==> src/rtl/clock_meter_pkg.sv <==
// Shared types and derived-constant helpers for clock_meter.
// Build option CLOCK_METER_JITTER_EN is consumed by clock_meter.sv.
package clock_meter_pkg;

  typedef enum logic {
    IDLE,
    RUN
  } state_t;

  // Expected window sum: round(clk_src / clk_div * 2^avg_log2).
  function automatic int calc_exp_sum(input real clk_src, input real clk_div,
                                      input int unsigned avg_log2);
    real scale;
    scale = real'(32'd1 << avg_log2);
    return $rtoi((clk_src / clk_div) * scale + 0.5);
  endfunction

  // Four nominal periods without an edge count as loss of clock.
  function automatic int calc_timeout(input real clk_src, input real clk_div);
    return 4 * $rtoi(clk_src / clk_div);
  endfunction

  function automatic int calc_pw(input int timeout);
    return $clog2(timeout + 1);
  endfunction

  function automatic int calc_w(input int pw, input int unsigned avg_log2);
    return pw + int'(avg_log2);
  endfunction

endpackage

==> src/rtl/clock_meter_sync.sv <==
// Two-flop synchronizer plus history flop; emits a one-cycle rising-edge pulse.
module clock_meter_sync (
  input  logic clk_src,
  input  logic rst,
  input  logic async_in,
  output logic rise
);

  logic s1;
  logic s2;
  logic s3;

  always_ff @(posedge clk_src) begin
    if (rst) begin
      s1 <= 1'b0;
      s2 <= 1'b0;
      s3 <= 1'b0;
    end else begin
      s1 <= async_in;
      s2 <= s1;
      s3 <= s2;
    end
  end

  assign rise = s2 & ~s3;

endmodule

==> src/rtl/clock_meter.sv <==
// Period meter for an asynchronous clock: windowed period sum, lock flag and
// optional per-window min/max period (build option CLOCK_METER_JITTER_EN).
module clock_meter
  import clock_meter_pkg::*;
#(
  parameter real         CLK_SRC  = 135.0,
  parameter real         CLK_DIV  = 3.6,
  parameter int unsigned AVG_LOG2 = 8,
  parameter int unsigned TOL_SUM  = 64,
  localparam int         TIMEOUT  = calc_timeout(CLK_SRC, CLK_DIV),
  localparam int         PW       = calc_pw(TIMEOUT),
  localparam int         W        = calc_w(PW, AVG_LOG2)
) (
  input  logic          clk_src,
  input  logic          rst,
  input  logic          clk_in,
  output logic          edge_strobe,
  output logic [W-1:0]  period_sum,
  output logic          sum_valid,
  output logic          locked
`ifdef CLOCK_METER_JITTER_EN
  ,
  output logic [PW-1:0] period_min,
  output logic [PW-1:0] period_max
`endif
);

  localparam int              EXP_SUM      = calc_exp_sum(CLK_SRC, CLK_DIV, AVG_LOG2);
  localparam logic [PW-1:0]   TIMEOUT_LAST = PW'(TIMEOUT - 1);
  localparam logic [W-1:0]    EXP_W        = W'(EXP_SUM);
  localparam logic [W-1:0]    TOL_W        = W'(TOL_SUM);

  state_t              state;
  logic                rise;
  logic [PW-1:0]       pcnt;
  logic [AVG_LOG2-1:0] wcnt;
  logic [W-1:0]        acc;

  logic [PW-1:0]       sample;
  logic [W-1:0]        sum_next;
  logic [W-1:0]        sum_diff;
  logic                window_done;

  clock_meter_sync u_sync (
    .clk_src  (clk_src),
    .rst      (rst),
    .async_in (clk_in),
    .rise     (rise)
  );

  assign sample      = pcnt + 1'b1;
  assign sum_next    = acc + W'(sample);
  assign window_done = (wcnt == '1);
  // Unsigned distance from the expected sum, larger minus smaller.
  assign sum_diff    = (sum_next >= EXP_W) ? (sum_next - EXP_W) : (EXP_W - sum_next);

`ifdef CLOCK_METER_JITTER_EN
  logic [PW-1:0] cur_min;
  logic [PW-1:0] cur_max;
  logic [PW-1:0] win_min;
  logic [PW-1:0] win_max;

  assign win_min = (sample < cur_min) ? sample : cur_min;
  assign win_max = (sample > cur_max) ? sample : cur_max;
`endif

  always_ff @(posedge clk_src) begin
    if (rst) begin
      state       <= IDLE;
      pcnt        <= '0;
      wcnt        <= '0;
      acc         <= '0;
      edge_strobe <= 1'b0;
      sum_valid   <= 1'b0;
      locked      <= 1'b0;
      period_sum  <= '0;
`ifdef CLOCK_METER_JITTER_EN
      cur_min     <= '1;
      cur_max     <= '0;
      period_min  <= '1;
      period_max  <= '0;
`endif
    end else begin
      edge_strobe <= rise;
      sum_valid   <= 1'b0;
      pcnt        <= rise ? '0 : pcnt + 1'b1;

      case (state)
        IDLE: begin
          // First edge only aligns the period counter.
          if (rise) state <= RUN;
        end
        RUN: begin
          if (rise) begin
            wcnt <= wcnt + 1'b1;
            if (window_done) begin
              period_sum <= sum_next;
              acc        <= '0;
              sum_valid  <= 1'b1;
              locked     <= (sum_diff <= TOL_W);
`ifdef CLOCK_METER_JITTER_EN
              period_min <= win_min;
              period_max <= win_max;
              cur_min    <= '1;
              cur_max    <= '0;
`endif
            end else begin
              acc <= sum_next;
`ifdef CLOCK_METER_JITTER_EN
              cur_min <= win_min;
              cur_max <= win_max;
`endif
            end
          end else if (pcnt == TIMEOUT_LAST) begin
            state  <= IDLE;
            locked <= 1'b0;
            acc    <= '0;
            wcnt   <= '0;
            pcnt   <= '0;
`ifdef CLOCK_METER_JITTER_EN
            cur_min <= '1;
            cur_max <= '0;
`endif
          end
        end
        default: state <= IDLE;
      endcase
    end
  end

endmodule

==> config.mk <==
export PLATFORM = sky130hd
export DESIGN_NAME = clock_meter
export DESIGN_NICKNAME = d
export VERILOG_FILES = /design/src/rtl/clock_meter_pkg.sv /design/src/rtl/clock_meter_sync.sv /design/src/rtl/clock_meter.sv
export SDC_FILE = /design/constraint.sdc
export NUM_CORES = 1
export LEC_CHECK = 0
export ABC_CLOCK_PERIOD_IN_PS = 5500
export BUFFER_PORTS_ARGS = -buffer_cell sky130_fd_sc_hd__buf_2
export CAP_MARGIN = 20
export CELL_PAD_IN_SITES_DETAIL_PLACEMENT = 1
export CELL_PAD_IN_SITES_GLOBAL_PLACEMENT = 1
export CORE_ASPECT_RATIO = 1.5
export CORE_UTILIZATION = 49
export CTS_CLUSTER_DIAMETER = 150
export DETAILED_ROUTE_END_ITERATION = 8
export GPL_TIMING_DRIVEN = 0
export PLACE_DENSITY = 0.89
export RECOVER_POWER = 50
export SLEW_MARGIN = 5
export SYNTH_ARGS = -nofsm -noshare
export SYNTH_HDL_FRONTEND = slang
export SYNTH_SLANG_ARGS = --single-unit
==> constraint.sdc <==
create_clock -name clk_src -period 5.5 [get_ports clk_src]
set_input_delay 0.275 -clock clk_src [delete_from_list [all_inputs] [get_ports clk_src]]
set_output_delay 0.275 -clock clk_src [all_outputs]
set_load 0.02 [all_outputs]
## Yosys cells after proc, flatten, opt, wreduce, memory -nomap -nowiden

Cells that the tools add are included.

| operators by class | value |
|---|---|
| shifts and indexed selects | 0 |
| reductions and logical operators | 5 |
| $mul | 0 |
| add/sub/neg operators | 5 |
| bitwise logic cells | 4 |
| mux-type cells | 18 |
| equality and inequality tests | 3 |
| magnitude comparators | 2 |
| divide/modulo/power cells | 0 |

Operators with widths:

| cell | count |
|---|---|
| 16-bit 2-to-1 mux | 4 |
| 8-bit 2-to-1 mux | 6 |
| 16-bit by 8-bit adder with 16-bit output | 1 |
| 8-bit by 1-bit adder with 8-bit output, second input constant | 2 |
| 8-bit == test, second input constant | 2 |
| 16-bit by 14-bit greater-or-equal comparator with 1-bit output, second input constant | 1 |
| 16-bit by 7-bit less-or-equal comparator with 1-bit output, second input constant | 1 |
| 14-bit by 16-bit subtractor with 16-bit output, first input constant | 1 |
| 16-bit by 14-bit subtractor with 16-bit output, second input constant | 1 |
| 1-bit 2-to-1 mux | 7 |
| 3-bit AND reduction | 2 |
| 1-bit NOT | 3 |
| 3-bit OR reduction | 1 |
| 2-bit by 1-bit != test with 1-bit output, second input constant | 1 |
| 1-bit case mux with 2 select lines | 1 |
| 2-bit AND reduction | 1 |
| 2-bit nonzero test | 1 |
| 1-bit AND | 1 |

| storage, ports and cells | value |
|---|---|
| RAM bits | 0 |
| output and inout bits | 19 |
| bits in latches | 0 |
| register bits | 55 |
| memories | 0 |
| memory bits (read-only) | 0 |

## Logic depth before layout (Yosys ltp)

Gate-level depths: netlist of the first run.

| logic depth | value |
|---|---|
| depth after elaboration | 7 |
| gate-level depth with buffers | 17 |
| mapped depth without buffers | 16 |

## Hierarchy

Synthesis of the first run repeated with hierarchy kept, for this count alone.

| unflattened totals | value |
|---|---|
| cells, all modules | 380 |
| area total of the unflattened synthesis | 3171.8 um2 |

Modules (own cells, without submodules):

| module | area an instance (um2) | cells an instance | times used | seq. area each (um2) |
|---|---|---|---|---|
| clock_meter | 3084.2 | 373 | 1 | 1041.0 |
| clock_meter_sync | 87.6 | 7 | 1 | 60.1 |

## Worst setup path before layout of the first run

No wires, ideal clock.

| timing path | value |
|---|---|
| path kind | reg-to-reg |
| start | register pcnt[2] |
| end | register locked |
| path buffers | 1 |
| cell stages (with the launch flop) | 18 |
| arrival | 3.267 ns |
| slack | 2.112 ns |
| cells stage by stage | dfxtp_1 > and2_1 > nand4_1 > nor2_1 > xor2_1 > ha_1 > a21oi_1 > nand2_1 > o21ai_2 > clkbuf_8 > xnor2_2 > ha_1 > and2_4 > o21bai_2 > or4b_1 > o311ai_1 > o41a_1 > nor3_2 |

| on the way | value |
|---|---|
| word-level cells in the longest chain between the ends | 7 |
| elaborated cells on any way between the ends | 12 |

RTL lines:

| element | RTL line | source |
|---|---|---|
| start, declared | clock_meter.sv:35 | `logic [PW-1:0] pcnt;` |
| start signal, assigned | clock_meter.sv:86 | `pcnt <= rise ? '0 : pcnt + 1'b1;` |
| 8-bit by 1-bit adder with 8-bit output (*) | clock_meter.sv:51 | `assign sample = pcnt + 1'b1;` |
| 16-bit by 8-bit adder with 16-bit output (*) | clock_meter.sv:52 | `assign sum_next = acc + W'(sample);` |
| named net sum_next[8] | clock_meter.sv:40 | `logic [W-1:0] sum_next;` |
| 14-bit by 16-bit subtractor with 16-bit output, or another cell as far along | clock_meter.sv:55 | `assign sum_diff = (sum_next >= EXP_W) ? (sum_next - EXP_W) : (EXP_W - sum_next);` |
| 16-bit 2-to-1 mux (*) | clock_meter.sv:55 |  |
| 16-bit by 7-bit less-or-equal comparator with 1-bit output (*) | clock_meter.sv:100 | `locked <= (sum_diff <= TOL_W);` |
| 1-bit 2-to-1 mux (*) | clock_meter.sv:96 | `if (window_done) begin` |
| 1-bit 2-to-1 mux (*) | clock_meter.sv:94 | `if (rise) begin` |
| end signal, assigned | clock_meter.sv:100 |  |
| end, declared | clock_meter.sv:20 | `output logic locked` |

The timed path passes the listed nets; every way through them passes the cells marked *. The select of a mux whose other input is x is not followed.
A chain may end at the register's enable or synchronous reset.

## Worst setup path after layout of the first run

Same ends and word-level chain as after synthesis.

==> results summary, run 1 <==
The worst reg-to-reg path cell count came out at 17. The ratio of cells with drive above 1 in the final layout came out at 9.47%. The register cell area after layout came out at approximately 1100 sq um. In this run the critical register-to-register path is launched from pcnt[2]. The utilization after layout came out at 55.0%. In this run, distinct cell masters in the synthesized netlist total 78. The CTS buffer count is 5. The overall via count from detail_route is a little over 3000. CTS placed an instance of clkbuf_8 at the clock tree root. The slack of the worst reg-to-reg path came out at between 1 and 1.5 ns.

The minimum hold slack is 0.185 ns. Summing all multi-input logic gate instances after layout gives approximately 2100 sq um. The total of warnings raised by yosys is 0. The time the worst path needs with I/O delays and setup came out at roughly 4.1 ns. The total wire length came out at 9610 microns. Including well taps, the total number of placed cells is ~500.

The final net count came out at 450. 22 I/O pins were placed. The initial standard-cell utilization of the core is around 51%.

The endpoint identified for the worst register-to-register timing path is locked. The areal power density over the cells came out at slightly below 200 nW/um^2. Fill cells in the final layout number slightly above 800. The number of endpoints failing setup at the final stage came out at 0. The proportion of synthesized flip-flops having asynchronous set or reset is 0%.

After legalization and detailed placement, the total HPWL measured 7190 microns. The pin slew with the least headroom to its limit came out at a little under 0.8 ns. The run finished with clean final reports.

The smallest setup slack after layout came out at 1.39 ns. The H-tree was split into 2 levels. 0 antenna diodes ended up in the layout. The width of the die is between 60 and 70 microns. In this run the remaining antenna-violating nets after routing total 0.

The total core area is roughly 6500 sq um. The max-slew violation total from the final report came to 0. In this run the worst setup path begins at pcnt[2]. The global-route congestion overflow total is 0. The initial antenna violation count is 0. Counting every net in the synthesized netlist gives 422. The relative area change from synthesis to final layout came out at 8.37%.

Data on the critical path arrives at its endpoint at 4.36 ns. After synthesis, the mean cell area works out to 8.19 sq um. The most used flip-flop cell after synthesis is dfxtp_1.

The final period utilization came out at between 70% and 80%. The total DRC errors in the routed layout is 0. After synthesis the netlist holds a flip-flop and latch count of 55. The number of vias per cell is a little over 6. The last weighted congestion value of the routability-driven placer is approximately 0.86. Data on the critical path is required at its endpoint by approximately 5.8 ns. The capturing element of the worst setup path is locked. The count of buffers from port buffering is 21. Yosys mapped a number of flops with a built-in enable equal to 0. The final-layout setup total negative slack is 0 ns.

The via count of the first global-routing pass came out at 3228. The overall power consumption is about 710 uW. Synthesis produced a netlist whose cell count is slightly above 400. Entering global routing, the biggest net connects 16 pins. For this design the static power due to leakage is roughly 1.4 nW. The maximum vdd drop came out at about 0.15 mV. The global-route usage over all layers is 28.4%.

The first global-routing pass estimated 15900 microns of wire. After the flow finishes, the layout carries non-filler instances totaling slightly above 500. After clock tree synthesis, the repair step resized 0 gates. In this run the worst path has a maximum fanout of 10.

The wire length per cell is 18.9 microns. The finished cells cover roughly 3600 sq um. The final setup skew is about 0.014 ns. The max-slew headroom at the worst pin came out at between 40% and 50%. Setup repair after global routing left no endpoint under its margin. After synthesis the cells add up to approximately 3300 sq um. The first-pass iteration count of the detailed router came out at 4. The worst hold path begins at clk_in. The clock slew seen by the registers of the worst setup and hold paths is roughly 0.10 ns. The worst setup slack before clock tree synthesis is approximately 1.5 ns. The area enclosed by the die boundary is 7110 sq um. The max-cap violation count is 0. The number of core rows is 36. The TritonCTS clock tree is done.

The type of the worst setup path is reg2reg. The worst setup path is launched from a flip-flop. The highest clock frequency the design can meet is 244 MHz. Counting every sink on the clock net gives 55. The buffer levels on the longest clock path came out at 2. The number of setup buffers added after CTS is 0. The latest clock arrival within the worst-skew pair came out at 0.32 ns. The share of synthesized area occupied by flip-flops and latches came out at 33.2%. The initial detailed-routing violation count came out at about 180.

The cell area after placement is between 3000 and 4000 sq um. The kind of end point of the critical path is a flip-flop. The cts-stage hold buffer count is 0. The count of endpoints failing hold in the final timing report came out at 0. The vertical die dimension came out at between 100 and 150 microns. The path class of the tightest hold or removal check is in2reg.
==> critical path, cell delays in order, from the launching register on <==
cell and delay (ns):
dfxtp_1 0.39, and2_1 0.21, nand4_1 0.18, nor2_1 0.18, xor2_1 0.29, ha_1 0.34, a21oi_1 0.23, o21ai_0 0.18
o21ai_2 0.15, clkbuf_8 0.23, xnor2_2 0.17, ha_1 0.30, and2_4 0.18, a31oi_1 0.08, o22ai_1 0.16, a41oi_1 0.16
o41a_1 0.45, nor3_2 0.17
==> cell families (layout without fill, tap and decap cells) <==
group                    after synthesis  in the layout  share of synthesized area [%]
flip-flops                            55             55                           33.2
XOR/XNOR                              22             22                           6.49
AND/OR/NAND/NOR                      191            191                           28.1
adder cells (fa/ha/maj)               14             14                           5.51
AO/OA/AOI/OAI                         93             93                           21.4
buffers and inverters                 27             55                           4.41
multiplexers                           3              3                          0.943
==> worst min path at each step <==
stage	cells after the start	end	slack (ns)
after detailed placement	1	edge_strobe	0.43
after global routing	2	u_sync.s1	0.21
after floorplan	1	u_sync.s3	0.35
final	2	u_sync.s1	0.19
after global placement	1	edge_strobe	0.42
after CTS	2	u_sync.s1	0.18
==> routing by layer <==
layer  global-route usage (%)  routed length, microns  vias up
met5                        0                       0        -
met4                     16.5                     488        0
met3                     3.52                     210       35
met2                     53.3                    5100       49
met1                     30.6                    3810     1513
li1                         -                       -     1494
==> where the power goes <==
group          internal (mW)  switching [mW]  total [mW]
clock                  0.134           0.130       0.264
sequential             0.401         0.00288       0.404
combinational         0.0121          0.0267      0.0388
==> cell usage after synthesis (all sizes together), types with 8 or more instances <==
library cell / count / area [sq um]
a21oi: 25 / 136
a22oi: 11 / 82.6
and3: 9 / 56.3
clkbuf: 12 / 76.3
dfxtp: 55 / 1100
ha: 13 / 163
inv: 10 / 37.5
nand2: 46 / 173
nand3: 8 / 40.0
nand4: 9 / 56.3
nor2: 69 / 262
nor2b: 10 / 65.1
nor3: 9 / 50.1
o21ai: 9 / 48.8
xnor2: 11 / 119
xor2: 11 / 96.3
==> flip-flops by register name (all words and copies together), names as in the netlist <==
register     flops
acc             16
u_sync.s3        1
sum_valid        1
period_sum      16
state            1
locked           1
edge_strobe      1
pcnt             8
wcnt             8
u_sync.s2        1
u_sync.s1        1
==> final cells by class <==
| type | count | share of cell area (%) |
|---|---|---|
| well taps | 76 | 2.65 |
| inverters | 10 | 1.04 |
| flip-flops and latches | 55 | 30.6 |
| repair buffers | 21 | 2.23 |
| clock buffers | 6 | 2.02 |
| plain buffers | 17 | 3.03 |
| multi-input cells | 323 | 57.6 |
| clock inverters | 1 | 0.835 |
==> layout by cell type, fill, tap and decap left out, types with 4 or more instances in the layout <==
master / Yosys / layout
nand4_1: 9 / 9
nand2b_1: 5 / 5
inv_1: 10 / 10
a211oi_1: 4 / 4
ha_1: 13 / 13
clkbuf_8: 3 / 8
a21oi_1: 24 / 24
xnor2_1: 8 / 8
nand2_1: 46 / 46
nor2_1: 68 / 68
nor2b_1: 9 / 9
clkbuf_1: 8 / 29
a31oi_1: 4 / 4
dfxtp_1: 55 / 55
a22oi_1: 11 / 11
and3_1: 9 / 9
o21ai_0: 8 / 8
nor3_1: 8 / 8
nand3_1: 8 / 8
xor2_1: 11 / 11
Note: power is estimated with default switching activity, not from simulation.
==> run 2: changes to the inputs <==
ABC_CLOCK_PERIOD_IN_PS = 3800   (was 5500)
CORE_UTILIZATION = 46   (was 49)
PLACE_DENSITY = 0.85   (was 0.89)
clock period = 3.8 ns   (was 5.5 ns; I/O delays follow)
==> results summary, run 2 (same netlist as run 1, synthesis figures left out) <==
Status: finished with violations (was completed). The final reports fail on design-rule violations, negative setup slack. The number of endpoints failing setup at the final stage is 1 (was 0). The clock sink total is 55 (unchanged). The worst hold path class is in2reg (unchanged). The pin slew with the least headroom to its limit is 0.856 ns (was 0.794 ns). The area used by multi-input combinational logic is 2310 sq um (was 2070 sq um).

The number of filler cells placed in the layout came out at 854 (was 818). The max-cap violation count came out at 0 (unchanged). The slack of the worst reg-to-reg path came out at -0.08 ns (was 1.39 ns). The kind of end point of the critical path is a flip-flop (unchanged).

The final net count came out at 468 (was 450). The last weighted congestion value of the routability-driven placer came out at 0.907 (was 0.862). The minimum hold slack came out at 0.0825 ns (was 0.185 ns). The number of top-level pins came out at 22 (unchanged).

The first-pass iteration count of the detailed router is 6 (was 4). The wire length per cell came out at 21.4 microns (was 18.9 microns). The vertical die dimension is 106 microns (was 103 microns). The max-slew headroom at the worst pin came out at 42.7% (was 46.9%).

The worst-path maximum fanout came to 9 (was 10). The area enclosed by the die boundary came out at 7560 sq um (was 7110 sq um). The TritonCTS clock tree was done (unchanged). The global-route usage over all layers came out at 28.1% (was 28.4%).

The latest clock arrival within the worst-skew pair was 0.32 ns (about the same). The initial standard-cell utilization of the core is 48.1% (was 50.8%). The clock slew seen by the registers of the worst setup and hold paths is 0.11 ns (was 0.10 ns). Leading cell types in the layout, fill and taps excluded: 66 x nor2_1, 51 x dfxtp_1, 44 x nand2_1 (was 68 x nor2_1, 55 x dfxtp_1, 46 x nand2_1). The most common cell after layout, fill and taps aside is nor2_1 (unchanged). The worst setup slack before clock tree synthesis came out at -0.206 ns (was 1.54 ns). The total wire length came out at 11300 microns (was 9610 microns). The width of the die is 71.3 microns (was 69.2 microns).

The relative area change from synthesis to final layout was 19.8% (was 8.37%). The largest net degree at the start of global routing is 16 (unchanged). The overall power consumption is 1.04 mW (was 707 uW). The clock root buffer is clkbuf_8 (unchanged). The detailed placer's ending HPWL is 7460 microns (was 7190 microns). The H-tree level count came out at 2 (unchanged). The worst endpoint required time is 4.02 ns (was 5.75 ns). The final antenna-violating net count is 0 (unchanged). The arrival time reported for the critical path endpoint came to 4.10 ns (was 4.36 ns). The max-slew violation total from the final report came out at 0 (unchanged). The leakage dissipation came out at 1.50 nW (was 1.37 nW).

The total DRC errors in the routed layout was 2 (was 0). The post-placement cell count came out at 504 (was 502). The count of endpoints failing hold in the final timing report was 0 (unchanged). The highest clock frequency the design can meet is 258 MHz (was 244 MHz).

The maximum vdd drop came out at 0.231 mV (was 0.145 mV). The final setup skew is 0.0147 ns (was 0.0144 ns). The wire length of the first global-routing pass is 16500 microns (was 15900 microns). The count of buffers from port buffering came out at 21 (unchanged).

The register cell area after layout came out at 1110 sq um (was 1100 sq um). The final period utilization came to 102% (was 74.6%). The number of core rows came out at 37 (was 36). The buffer levels on the longest clock path is 2 (unchanged).

The smallest setup slack after layout is -0.0795 ns (was 1.39 ns). The final cell count without fillers came out at 529 (was 509). The launching element type of the critical path is a flip-flop (unchanged). The via count of the first global-routing pass came out at 3341 (was 3228).

The initial antenna violation count was 0 (unchanged). The number of vias per cell is 6.29 (was 6.07). The ratio of cells with drive above 1 in the final layout is 19.1% (was 9.47%).

The antenna diode count is 0 (unchanged). The CTS buffer count is 5 (unchanged). The total core area is 6900 sq um (was 6530 sq um). The overall via count from detail_route came out at 3327 (was 3091). The areal power density over the cells came out at 261 nW/um^2 (was 197 nW/um^2). The utilization after layout came to 57.6% (was 55.0%).

The global-route congestion overflow total is 0 (unchanged). Leading registers by flop count: acc x16, period_sum x16 (unchanged). The time the worst path needs with I/O delays and setup was 3.88 ns (was 4.11 ns). The initial detailed-routing violation count is 183 (was 181). The type of the worst setup path was reg2reg (unchanged).
-- run 2: cell count changes in the layout (fill, tap and decap cells not counted), sizes merged --
cell / previous run / this run
buf: 6 / 24
clkbuf: 38 / 37
xnor2: 11 / 12
-- run 2: cell type report --
type | count | share of cell area [%]
tap | 78 | 2.46
multi-input combinational | 324 | 58.0
clock buffer | 6 | 1.83
buffer | 17 | 2.77
clock inverter | 1 | 0.756
timing repair buffer | 38 | 5.23
inverter | 10 | 0.945
sequential | 55 | 28.0
-- run 2: path summary, 6_finish.rpt --
check | start | cells after the start | end
worst max-delay path | pcnt[3] | 16 | locked
worst min-delay path | clk_in | 2 | u_sync.s1
worst max register to register | pcnt[3] | 16 | locked
worst min register to register | u_sync.s3 | 1 | edge_strobe
-- run 2: metrics by stage --
step / instance area, sq um / TNS [ns]
after floorplan: 3320 / 0
after global placement: 3520 / -0.0684
after detailed placement: 3520 / -0.206
after CTS: 3730 / 0
after global routing: 3970 / -0.182
final: 3970 / -0.0795
-- run 2: where the power goes --
group / total, mW / internal, mW / switching, mW / leakage [nW]
combinational: 0.0600 / 0.0207 / 0.0394 / 1.00
sequential: 0.587 / 0.581 / 0.00596 / 0.446
clock: 0.389 / 0.194 / 0.195 / 0.0513
-- run 2: metal layers --
metal / vias to the layer above / part of all wire, % / wire (microns) / global-route usage, %
met5: - / 0 / 0 / 0
met4: 0 / 7.2 / 814 / 17.1
met3: 53 / 2.7 / 301 / 3.22
met2: 82 / 52 / 5940 / 51.3
met1: 1663 / 38 / 4280 / 30.3
li1: 1529 / - / - / -
-- run 2: critical path, cell delays in order (launching register included) --
cell and delay, ns:
dfxtp_2 0.37, and2_4 0.16, nand4_1 0.17, xnor2_1 0.20, ha_1 0.28, buf_2 0.19
nand2_1 0.16, o21ai_1 0.28, nand2_2 0.20, xnor2_4 0.35, buf_4 0.20, nand2_1 0.07
and4b_1 0.22, a211o_1 0.35, mux2_1 0.32, a31oi_1 0.20, nor3_2 0.07
-- run 2: repair_timing --
action	4_1_cts	5_1_grt
setup buffers	5	12
hold buffers	0	0
resized for setup	10	36
pin swaps	4	14
cloned	0	1
endpoints found under the setup margin	1	1
==> run 3: changes to the inputs <==
CAP_MARGIN = not set   (was 20)
SETUP_SLACK_MARGIN = 0.2   (was not set)
==> results summary, run 3 (same netlist as run 1, synthesis figures left out) <==
The latest clock arrival within the worst-skew pair came out at 0.32 ns (about the same). The leakage dissipation is 1.65 nW (was 1.50 nW). The ratio of cells with drive above 1 in the final layout came out at 26.0% (was 19.1%). Leading registers by flop count: acc x16, period_sum x16 (unchanged). The total core area came to 6900 sq um (unchanged). The number of top-level pins was 22 (unchanged).

The launching element type of the critical path is a flip-flop (unchanged). The via count of the first global-routing pass is 3486 (was 3341). The worst-path maximum fanout is 10 (was 9).

The initial standard-cell utilization of the core came out at 48.1% (unchanged). The maximum vdd drop came out at 0.255 mV (was 0.231 mV). The initial detailed-routing violation count is 210 (was 183). The smallest setup slack after layout is 0.0214 ns (was -0.0795 ns). The CTS buffer count is 5 (unchanged). Violated checks: design-rule violations (was design-rule violations, negative setup slack). The minimum hold slack is 0.0785 ns (was 0.0825 ns). The worst reg-to-reg path cell count is 19 (was 16). The number of endpoints failing setup at the final stage is 0 (was 1). The global-route congestion overflow total came to 0 (unchanged). The arrival time reported for the critical path endpoint was 4.03 ns (was 4.10 ns). The H-tree level count came to 2 (unchanged).

Status: finished with violations (unchanged). The max-slew headroom at the worst pin is 42.2% (was 42.7%). The kind of end point of the critical path is a flip-flop (unchanged). The count of endpoints failing hold in the final timing report came out at 0 (unchanged).

The first-pass iteration count of the detailed router came out at 6 (unchanged). The TritonCTS clock tree is done (unchanged). The final net count is 482 (was 468). The last weighted congestion value of the routability-driven placer was 0.907 (unchanged).

The max-slew violation total from the final report came out at 0 (unchanged). The capture endpoint of the worst hold path is u_sync.s1 (unchanged). The most common cell after layout, fill and taps aside was nor2_1 (unchanged). The total DRC errors in the routed layout came out at 2 (unchanged). The clock root buffer is clkbuf_8 (unchanged). The max-cap violation count is 0 (unchanged). The final-layout setup total negative slack is 0 ns (was -0.0795 ns). The highest clock frequency the design can meet came out at 265 MHz (was 258 MHz).

The antenna diode count came out at 0 (unchanged). The number of cells traversed by the worst hold path came out at 2 (unchanged). The final antenna-violating net count is 0 (unchanged). The initial antenna violation count is 0 (unchanged). The reg-to-reg critical path startpoint is pcnt[3] (unchanged). The hold path startpoint is clk_in (unchanged). The worst stage delay on the critical path is 0.40 ns (was 0.37 ns). The detailed placer's ending HPWL came to 7460 microns (unchanged). The wire length per cell is 22.5 microns (was 21.4 microns). The relative area change from synthesis to final layout came out at 29.0% (was 19.8%).

The vertical die dimension came out at 106 microns (unchanged). The worst hold path class is in2reg (unchanged). Leading cell types in the layout, fill and taps excluded: 63 x nor2_1, 51 x dfxtp_1, 41 x nand2_1 (was 66 x nor2_1, 51 x dfxtp_1, 44 x nand2_1). The areal power density over the cells is 243 nW/um^2 (was 261 nW/um^2). Setup repair after global routing could not meet its margin everywhere. The area enclosed by the die boundary is 7560 sq um (unchanged). The count of buffers from port buffering is 21 (unchanged). The final setup skew is 0.00879 ns (was 0.0147 ns). The worst setup slack before clock tree synthesis came out at -0.206 ns (unchanged). The final period utilization is 99.4% (was 102%). The number of core rows is 37 (unchanged).

The number of vias per cell was 6.26 (was 6.29). The wire length of the first global-routing pass is 17500 microns (was 16500 microns). The global-route usage over all layers is 29.9% (was 28.1%). The type of the worst setup path is reg2reg (unchanged). CP cell instances: and2_4, nand4_1, buf_4, nor2_4, xor2_4, ha_4, a21oi_4, buf_4, o21ai_4, o21ai_4, buf_8, o21ai_0, nor2b_2, clkbuf_8, nor4_1, a211o_1, mux2_4, a31oi_4, nor3_2 (was and2_4, nand4_1, xnor2_1, ha_1, buf_2, nand2_1, o21ai_1, nand2_2, xnor2_4, buf_4, nand2_1, and4b_1, a211o_1, mux2_1, a31oi_1, nor3_2). The slack of the worst reg-to-reg path is 0.02 ns (was -0.08 ns). The largest net degree at the start of global routing came out at 16 (unchanged). The worst endpoint required time is 4.05 ns (was 4.02 ns). The time the worst path needs with I/O delays and setup came out at 3.78 ns (was 3.88 ns). The width of the die is 71.3 microns (unchanged).

The end of the worst register-to-register path is locked (unchanged). The clock slew seen by the registers of the worst setup and hold paths is 0.10 ns (was 0.11 ns). The buffer levels on the longest clock path came out at 2 (unchanged).

The pin slew with the least headroom to its limit is 0.864 ns (was 0.856 ns). The clock sink total came out at 55 (unchanged). The total wire length is 12200 microns (was 11300 microns). The critical path's slowest cell is nor4_1 (was dfxtp_2). The overall via count from detail_route is 3399 (was 3327).
[run 3: changes by cell type in the layout (fill, tap and decap cells not counted), moves of 2 or more]
cell / change
xnor2_1: -2
nand2_1: -3
nor2_1: -3
ha_2: +3
nor2_4: +2
nand2_2: +2
buf_4: +11
buf_6: +5
ha_1: -4
[run 3: cell type report]
cell class / count / area (sq um)
buffer: 17 / 116
clock buffer: 6 / 72.6
clock inverter: 1 / 30.0
fill: 826 / 2620
inverter: 10 / 37.5
multi-input combinational: 323 / 2480
sequential: 55 / 1110
tap: 78 / 97.6
timing repair buffer: 53 / 335
[run 3: how the worst max path moves through the flow]
stage	depth (start not counted)	to	slack, ns	start
6_report	19	locked	0.02	pcnt[3]
5_1_grt	19	locked	-0.07	pcnt[3]
4_1_cts	14	locked	0.20	pcnt[3]
3_5_place_dp	14	locked	-0.21	pcnt[0]
3_3_place_gp	14	locked	-0.07	pcnt[0]
2_1_floorplan	17	locked	0.41	pcnt[2]
[run 3: per-layer routing]
metal	track usage, %	vias up	part of all wire [%]
li1	-	1552	-
met1	31.6	1674	36
met2	54.1	112	53
met3	3.79	61	3.4
met4	19.7	0	7.5
met5	0	-	0
[run 3: metrics by stage]
step                      power [mW]  std cells  area (sq um)  utilization (%)
after detailed placement       0.654        504          3520             51.0
after global placement         0.652        504          3520             51.0
after floorplan                0.636        405          3320                -
after global routing            1.07        543          4280             62.1
after CTS                       1.03        528          3940             57.1
final                           1.04        543          4280             62.1
[run 3: report_power, final]
| part | internal, mW | leakage (nW) | switching, mW |
|---|---|---|---|
| clock network | 0.194 | 0.0513 | 0.195 |
| logic | 0.0222 | 1.15 | 0.0422 |
| registers | 0.581 | 0.446 | 0.00585 |
[run 3: worst max-delay path: cells and delay by family, from the launching register on]
kind / cells / cell delay [ns]
flip-flops: 1 / 0.36
multiplexers: 1 / 0.19
adder cells (fa/ha/maj): 1 / 0.25
buffers and inverters: 4 / 0.66
AND/OR/NAND/NOR: 6 / 1.24
AO/OA/AOI/OAI: 6 / 0.76
XOR/XNOR: 1 / 0.24
[run 3: repair_timing]
item,CTS,global route
hold buffers,0,0
pin swaps,16,32
gates resized for setup,35,53
gates cloned,1,0
setup buffers,16,15
setup endpoints to repair,1,1
